**src/rtl/pipe_pkg.sv**
```systemverilog
// Shared pipeline definitions: stage-register state encoding and example stage bundles.
package pipe_pkg;

  typedef enum logic [1:0] {
    ST_EMPTY = 2'b00,
    ST_ONE   = 2'b01,
    ST_FULL  = 2'b10
  } pipe_state_e;

  // ID/EX control group; packed last in the bundle so it lands in the LSBs
  typedef struct packed {
    logic       mem_read;
    logic       mem_write;
    logic       wb_en;
    logic       b;
    logic       s;
    logic [2:0] alu_op;
  } idex_ctrl_t;

  typedef struct packed {
    logic [31:0] rs1_val;
    logic [31:0] rs2_val;
    logic [31:0] imm;
    logic [4:0]  rd;
    idex_ctrl_t  ctrl;
  } idex_bundle_t;

  localparam int unsigned IDEX_CTRL_W = $bits(idex_ctrl_t);
  localparam int unsigned IDEX_DATA_W = $bits(idex_bundle_t);

endpackage

```
**src/rtl/pipe_sat_counter.sv**
```systemverilog
// Saturating event counter with synchronous clear; only built with PIPE_STAGE_STATS_EN.
`ifdef PIPE_STAGE_STATS_EN
module pipe_sat_counter #(
  parameter int unsigned CNT_W = 16
) (
  input  logic             clk,
  input  logic             rst_n,
  input  logic             inc,
  input  logic             clr,
  output logic [CNT_W-1:0] cnt
);

  always_ff @(posedge clk or negedge rst_n) begin
    if (!rst_n) begin
      cnt <= '0;
    end else if (clr) begin
      cnt <= '0;
    end else if (inc && (cnt != '1)) begin
      cnt <= cnt + 1'b1;
    end
  end

endmodule
`endif

```
**src/rtl/pipe_stage_reg.sv**
```systemverilog
// Generic valid/ready pipeline stage register with 2-entry skid buffer and flush.
// Optional statistics counters are enabled with the PIPE_STAGE_STATS_EN macro.
module pipe_stage_reg
  import pipe_pkg::*;
#(
  parameter int unsigned DATA_W        = 32,
  parameter int unsigned CTRL_W        = 8,
  parameter int unsigned ZERO_ON_FLUSH = 0,
  parameter int unsigned CNT_W         = 16
) (
  input  logic              clk,
  input  logic              rst_n,
  input  logic              flush,
  input  logic              in_valid,
  output logic              in_ready,
  input  logic [DATA_W-1:0] in_data,
  output logic              out_valid,
  input  logic              out_ready,
  output logic [DATA_W-1:0] out_data
`ifdef PIPE_STAGE_STATS_EN
  ,
  input  logic              stats_clr,
  output logic [CNT_W-1:0]  stall_cnt,
  output logic [CNT_W-1:0]  bubble_cnt
`endif
);

  if ((DATA_W < CTRL_W) || (DATA_W == 0) || (CNT_W == 0)) begin : g_bad_cfg
    $error("pipe_stage_reg: DATA_W must be >= CTRL_W and all widths nonzero");
  end

  pipe_state_e       state_q, state_d;
  logic [DATA_W-1:0] main_q, main_d;
  logic [DATA_W-1:0] skid_q, skid_d;
  logic [DATA_W-1:0] flush_keep;
  logic [DATA_W-1:0] gate_mask;
  logic              in_fire;
  logic              out_fire;

  // Both handshake outputs decode the state register only
  assign in_ready  = (state_q != ST_FULL);
  assign out_valid = (state_q != ST_EMPTY);
  assign in_fire   = in_valid & in_ready;
  assign out_fire  = out_valid & out_ready;

  always_comb begin
    flush_keep = '0;
    gate_mask  = '0;
    for (int unsigned i = 0; i < DATA_W; i++) begin
      flush_keep[i] = (i >= CTRL_W) && (ZERO_ON_FLUSH == 0);
      gate_mask[i]  = (i >= CTRL_W) || out_valid;
    end
  end

  assign out_data = main_q & gate_mask;

  always_comb begin
    state_d = state_q;
    main_d  = main_q;
    skid_d  = skid_q;
    if (flush) begin
      state_d = ST_EMPTY;
      main_d  = main_q & flush_keep;
      skid_d  = skid_q & flush_keep;
    end else begin
      case (state_q)
        ST_EMPTY: begin
          if (in_fire) begin
            state_d = ST_ONE;
            main_d  = in_data;
          end
        end
        ST_ONE: begin
          if (in_fire && out_fire) begin
            main_d = in_data;
          end else if (in_fire) begin
            state_d = ST_FULL;
            skid_d  = in_data;
          end else if (out_fire) begin
            state_d = ST_EMPTY;
          end
        end
        ST_FULL: begin
          if (out_fire) begin
            state_d = ST_ONE;
            main_d  = skid_q;
          end
        end
        default: state_d = ST_EMPTY;
      endcase
    end
  end

  always_ff @(posedge clk or negedge rst_n) begin
    if (!rst_n) begin
      state_q <= ST_EMPTY;
      main_q  <= '0;
      skid_q  <= '0;
    end else begin
      state_q <= state_d;
      main_q  <= main_d;
      skid_q  <= skid_d;
    end
  end

`ifdef PIPE_STAGE_STATS_EN
  pipe_sat_counter #(.CNT_W(CNT_W)) u_stall_cnt (
    .clk   (clk),
    .rst_n (rst_n),
    .inc   (out_valid & ~out_ready),
    .clr   (stats_clr),
    .cnt   (stall_cnt)
  );

  pipe_sat_counter #(.CNT_W(CNT_W)) u_bubble_cnt (
    .clk   (clk),
    .rst_n (rst_n),
    .inc   (~out_valid),
    .clr   (stats_clr),
    .cnt   (bubble_cnt)
  );
`endif

endmodule
```
**config.mk**
```make
export PLATFORM = sky130hd
export DESIGN_NAME = pipe_stage_reg
export DESIGN_NICKNAME = d
export VERILOG_FILES = /design/src/rtl/pipe_pkg.sv /design/src/rtl/pipe_sat_counter.sv /design/src/rtl/pipe_stage_reg.sv
export SDC_FILE = /design/constraint.sdc
export NUM_CORES = 1
export LEC_CHECK = 0
export CAP_MARGIN = 20
export CORE_UTILIZATION = 55
export DETAILED_ROUTE_END_ITERATION = 12
export PLACE_DENSITY = 0.86
export SETUP_SLACK_MARGIN = 0.05
export SLEW_MARGIN = 40
export SYNTH_ARGS = -nofsm -noshare
export SYNTH_HDL_FRONTEND = slang
export SYNTH_SLANG_ARGS = --single-unit
```
**constraint.sdc**
```tcl
create_clock -name clk -period 6.6 [get_ports clk]
set_clock_uncertainty 0.15 [all_clocks]
set_input_delay 0.66 -clock clk [delete_from_list [all_inputs] [get_ports clk]]
set_output_delay 0.66 -clock clk [all_outputs]
set_load 0.05 [all_outputs]
```
After elaboration in Yosys (flattened, before gate mapping):

Index checks and enable logic that the tools add are counted.

* equal/unequal tests: 12
* muxes and demuxes: 16
* bitwise gates (word level): 5
* reductions and logical operators: 12

Operator list (number)
* $mux 32: 3
* $pmux 32 s3: 1
* $mux 8: 5
* $and 32x32->32: 1
* $mux 2: 6
* $ne 3x3->1 const B: 4
* $reduce_and 4->1: 3
* $ne 2x2->1 const B: 5
* $pmux 2 s3: 1
* $reduce_bool 2->1: 3
* $reduce_and 5->1: 1
* $ne 4x4->1 const B: 1
* $reduce_bool 4->1: 1
* $reduce_and 3->1: 1
* $reduce_bool 3->1: 1
* $and 1x1->1: 2
* $eq 2x1->1 const B: 1
* $eq 2x2->1 const B: 1
* $logic_not 2->1: 1
* $not 1->1: 2
* $logic_and 1x1->1: 1

* flip-flop bits (word level): 66
* input port bits: 37
* output and inout bits: 34
* word-level logic and storage cells: 50

Depth between registers and ports, before layout:

* word-level depth: 7
* gate-level depth with buffers: 8
* gate-level depth less buffers: 6

Least setup slack after synthesis:

Ideal clock, no wire load.

* path type: register to output
* start: register state_q[0]
* end: output out_data[0]
* data arrival time: 1.616 ns
* data required time: 5.790 ns
* slack: 4.174 ns
* stages on the path, launching flop included: 5
* path buffers: 1
* cell sequence: dfrtp_1 > inv_1 > ha_1 > buf_1 > nor2b_1

* word-level cells in the longest chain between the ends: 2

RTL lines
* start, declared: RTL line pipe_stage_reg.sv:32 `pipe_state_e state_q, state_d;`
* start signal, assigned: RTL line pipe_stage_reg.sv:100 `state_q <= state_d;`
* $reduce_bool 2->1: RTL line pipe_stage_reg.sv:42 `assign out_valid = (state_q != ST_EMPTY);`
* $and 32x32->32: RTL line pipe_stage_reg.sv:55 `assign out_data = main_q & gate_mask;`
* end, declared: RTL line pipe_stage_reg.sv:19 `output logic [DATA_W-1:0] out_data`

No other way between the ends.

Worst setup path after layout:

* start: register state_q[0]
* end: output out_valid

* word-level cells in the longest chain between the ends: 1

RTL lines
* $reduce_bool 2->1: RTL line pipe_stage_reg.sv:42
* end, declared: RTL line pipe_stage_reg.sv:17 `output logic out_valid,`

No other way between the ends.

==> metrics.md <==
| Metric | Value |
|---|---|
| Starting density of the core | between 50% and 60% |
| Root Driver | clkbuf_8 |
| First-pass GRT wire length | 10200 um |
| Post-DR wirelength/cell | between 15 and 20 um |
| Crit end category | output port |
| Fin Setup TNS | 0 ns |
| Post-CTS Resized | 0 |
| Die area | around 6300 um^2 |
| Clock transition at path regs | about 0.06 ns |
| P_int | approximately 1.1 mW |
| Maximum vdd drop | between 0.3 and 0.4 mV |
| F_max | between 300 and 400 MHz |
| Switch share | between 40% and 50% |
| CP Launch Type | flip-flop |
| Max cap viols | 0 |
| DPL Wire Length | a little under 4000 um |
| DRC | 0 |
| Initial antenna violation count | 0 |
| Layout cell share with drive strength beyond 1 | between 20% and 30% |
| Critical path type | reg2out |
| Syn_nets | 299 |
| Max incr delay on CP | between 0.7 and 0.8 ns |
| Via density | roughly 5.7 |
| Initial DRC Count | around 120 |
| CTS Hold Bufs | 0 |
| Chip Height | slightly below 80 um |
| Num ports | 71 |
| RR Startpoint | state_q[0]$_DFFE_PN0P_ |
| RSZ-0062 raised after global routing | no |
| Syn_area_per_cell | between 10 and 15 um^2 |
| Die W | roughly 79 um |
| Vias post-DR | around 2100 |
| Critical path fanouts, max | 14 |
| Fin. Hold Viols | 0 |
| Number of global-route vias before repair | about 2100 |
| Async S/R FF share, synth | between 90% and 100% |
| Synth Register Bits | 66 |
| Reg power frac | a little under two fifths |
| Area Overhead vs Synth | 23.6% |
| PD cells | between 400 and 500 nW/um^2 |
| 1st-pass router iterations | 4 |
| Nets | between 300 and 400 |
| # diodes | 0 |
| Leak | around 1.7 nW |
| CP Data Arrival Time | around 2.3 ns |
| RePlAce Congestion | 0.775 |
| Slowest CP cell | clkdlybuf4s50_1 |
| Clock Tree Buf Depth | 2 |
| Crit share post-route | between 40% and 50% |
| Clock latency on the worst-skew pair | ~0.33 ns |
| Row cnt | 27 |
| Total global-route track usage | around 21% |
| Core Region | approximately 5600 um^2 |
| Worst EP required | just under 6 ns |
| Dpl cell area | 3850 um^2 |
| Mapped Area | 3280 um^2 |
| Setup violators final | 0 |
| Logic pwr share | a little under half |
| CTS H-tree depth | 3 |
| Gr ovfl total | 0 |
| TritonCTS clock tree | done |
| Clock sinks | 66 |
| Post-route antenna net violation count | 0 |
| Netlist cell types | 27 |
| Clock share of power | 16.3% |
| Cells after Synth | 257 |
| Status | complete, no violations |
| IO buf count | 70 |
| Top_reg_cell synth | dfrtp_1 |
| Setup bufs post-CTS | 0 |
| Yosys warning count | 0 |
| Number of enable flip-flop cells after synthesis | 0 |
| Hold/Removal Path Class | in2async |
| Critical path's most frequent cell | inv_1 |
| Largest net degree at the start of global routing | 67 |
| Switching pwr | 0.722 mW |
| Total power | between 1.5 and 2 mW |
| Worst slew pin tran | ~0.72 ns |
| Period minus WS final | between 3 and 4 ns |
| Slew Viols, Final | 0 |
| Post-Layout Inst Area | 4050 um^2 |
| TritonCTS Buffers | 9 |
| Post-Route WL | approximately 6000 um |
| Crit path launch | state_q[0]$_DFFE_PN0P_ |
| Register area share after synthesis | approximately 50% |
| Crit path cell chain | inv_1 -> ha_1 -> inv_1 -> clkdlybuf4s50_1 |
| Worst slew margin | roughly 52% |
## metal layers
metal | share of wire [%] | routed length (um) | GRT usage, %
met5 | 0 | 0 | 0
met4 | 3.1 | 186 | 11.6
met3 | 5.3 | 317 | 4.02
met2 | 48 | 2850 | 33.2
met1 | 44 | 2640 | 28.5
## cell usage after synthesis, types with 2 or more instances
cell type / instances / area share (%)
a221oi_1: 8 / 2.1
nand2b_1: 3 / 0.57
dfrtp_1: 66 / 50
a21oi_1: 2 / 0.31
nor2b_1: 17 / 3.2
buf_4: 26 / 6.0
o21ai_1: 2 / 0.31
mux2_1: 29 / 10
nand2_1: 2 / 0.23
a22o_1: 8 / 2.1
ha_1: 5 / 1.9
clkbuf_1: 4 / 0.46
buf_2: 6 / 0.92
inv_1: 5 / 0.57
mux2_2: 44 / 15
nor3_1: 16 / 2.4
nor2_1: 4 / 0.46
## worst max-delay path, delay by kind of cell, from the launching register on
family	cells	cell delay, ns
adders and majority gates	1	0.48
DFF	1	0.42
buffers and inverters	3	1.07
## placed cells by master (no fill, tap or decap)
cell             count
a21boi_1             1
a21oi_1              2
a221oi_1             8
a22o_1               8
buf_16               1
buf_2                1
buf_4                1
buf_6                1
clkbuf_8            12
clkdlybuf4s50_1     69
dfrtp_1             66
ha_1                 4
ha_4                 1
inv_1                5
mux2_1              29
mux2_2              44
nand2_1              2
nand2b_1             3
nand3b_1             1
nand4bb_1            1
nor2_1               4
nor2b_1             16
nor2b_4              1
nor3_1              16
nor4b_2              1
o2111ai_2            1
o21a_1               1
o21ai_1              2
o221a_2              1
o31ai_1              1
or4b_1               1
## layout make-up
class / instances / area, um^2
flip-flops and latches: 66 / 1650
multi-input cells: 149 / 1390
fillers: 399 / 1590
repair buffers: 73 / 742
inverters: 5 / 18.8
clock buffers: 12 / 165
well taps: 72 / 90.1
## power by group through the flow
stage,Combinational [mW],Sequential [mW],Clock [mW]
global route,0.900,0.687,0.318
CTS,0.847,0.663,0.301
detailed placement,0.842,0.667,0
floorplan,0.710,0.641,0
finish,0.846,0.662,0.293
global placement,0.826,0.661,0
## path summary, 6_finish.rpt
| path | slack [ns] | endpoint | cells after the start |
|---|---|---|---|
| setup / recovery | 3.48 | out_valid | 4 |
| hold / removal | 0.25 | main_q[11]$_DFFE_PN0P_ | 2 |
| setup reg to reg | 3.75 | skid_q[20]$_DFFE_PN0P_ | 7 |
| hold reg to reg | 0.33 | skid_q[10]$_DFFE_PN0P_ | 1 |
| max in group asynchronous | 5.63 | skid_q[14]$_DFFE_PN0P_ | 2 |
| min in group clk | 0.33 | skid_q[10]$_DFFE_PN0P_ | 1 |
## registers in the layout (all words and copies together), names as in the netlist
signal / cells
main_q: 32
state_q: 2
skid_q: 32
## cells by family (layout without fill, tap and decap cells)
| kind of cell | count (synthesis) | in the layout | share of synthesized area, % |
|---|---|---|---|
| mux | 73 | 73 | 25.1 |
| flops | 66 | 66 | 50.4 |
| simple gates | 46 | 46 | 8.28 |
| buf+inv | 42 | 90 | 8.01 |
| compound gates | 25 | 25 | 6.37 |
| fa+ha+maj | 5 | 5 | 1.91 |
## per-stage QoR
step                      hold slack (ns)  setup slack [ns]  cells  util, %
final                               0.246              3.48    377     71.8
after global routing                0.310              3.32    377     71.8
after CTS                           0.337              3.51    376     71.1
after detailed placement            0.323              3.51    364     68.2
after global placement              0.312              3.58    364     68.2
after floorplan                     0.214              4.17    257        -
No activity file was read; power rests on OpenSTA's default activity.
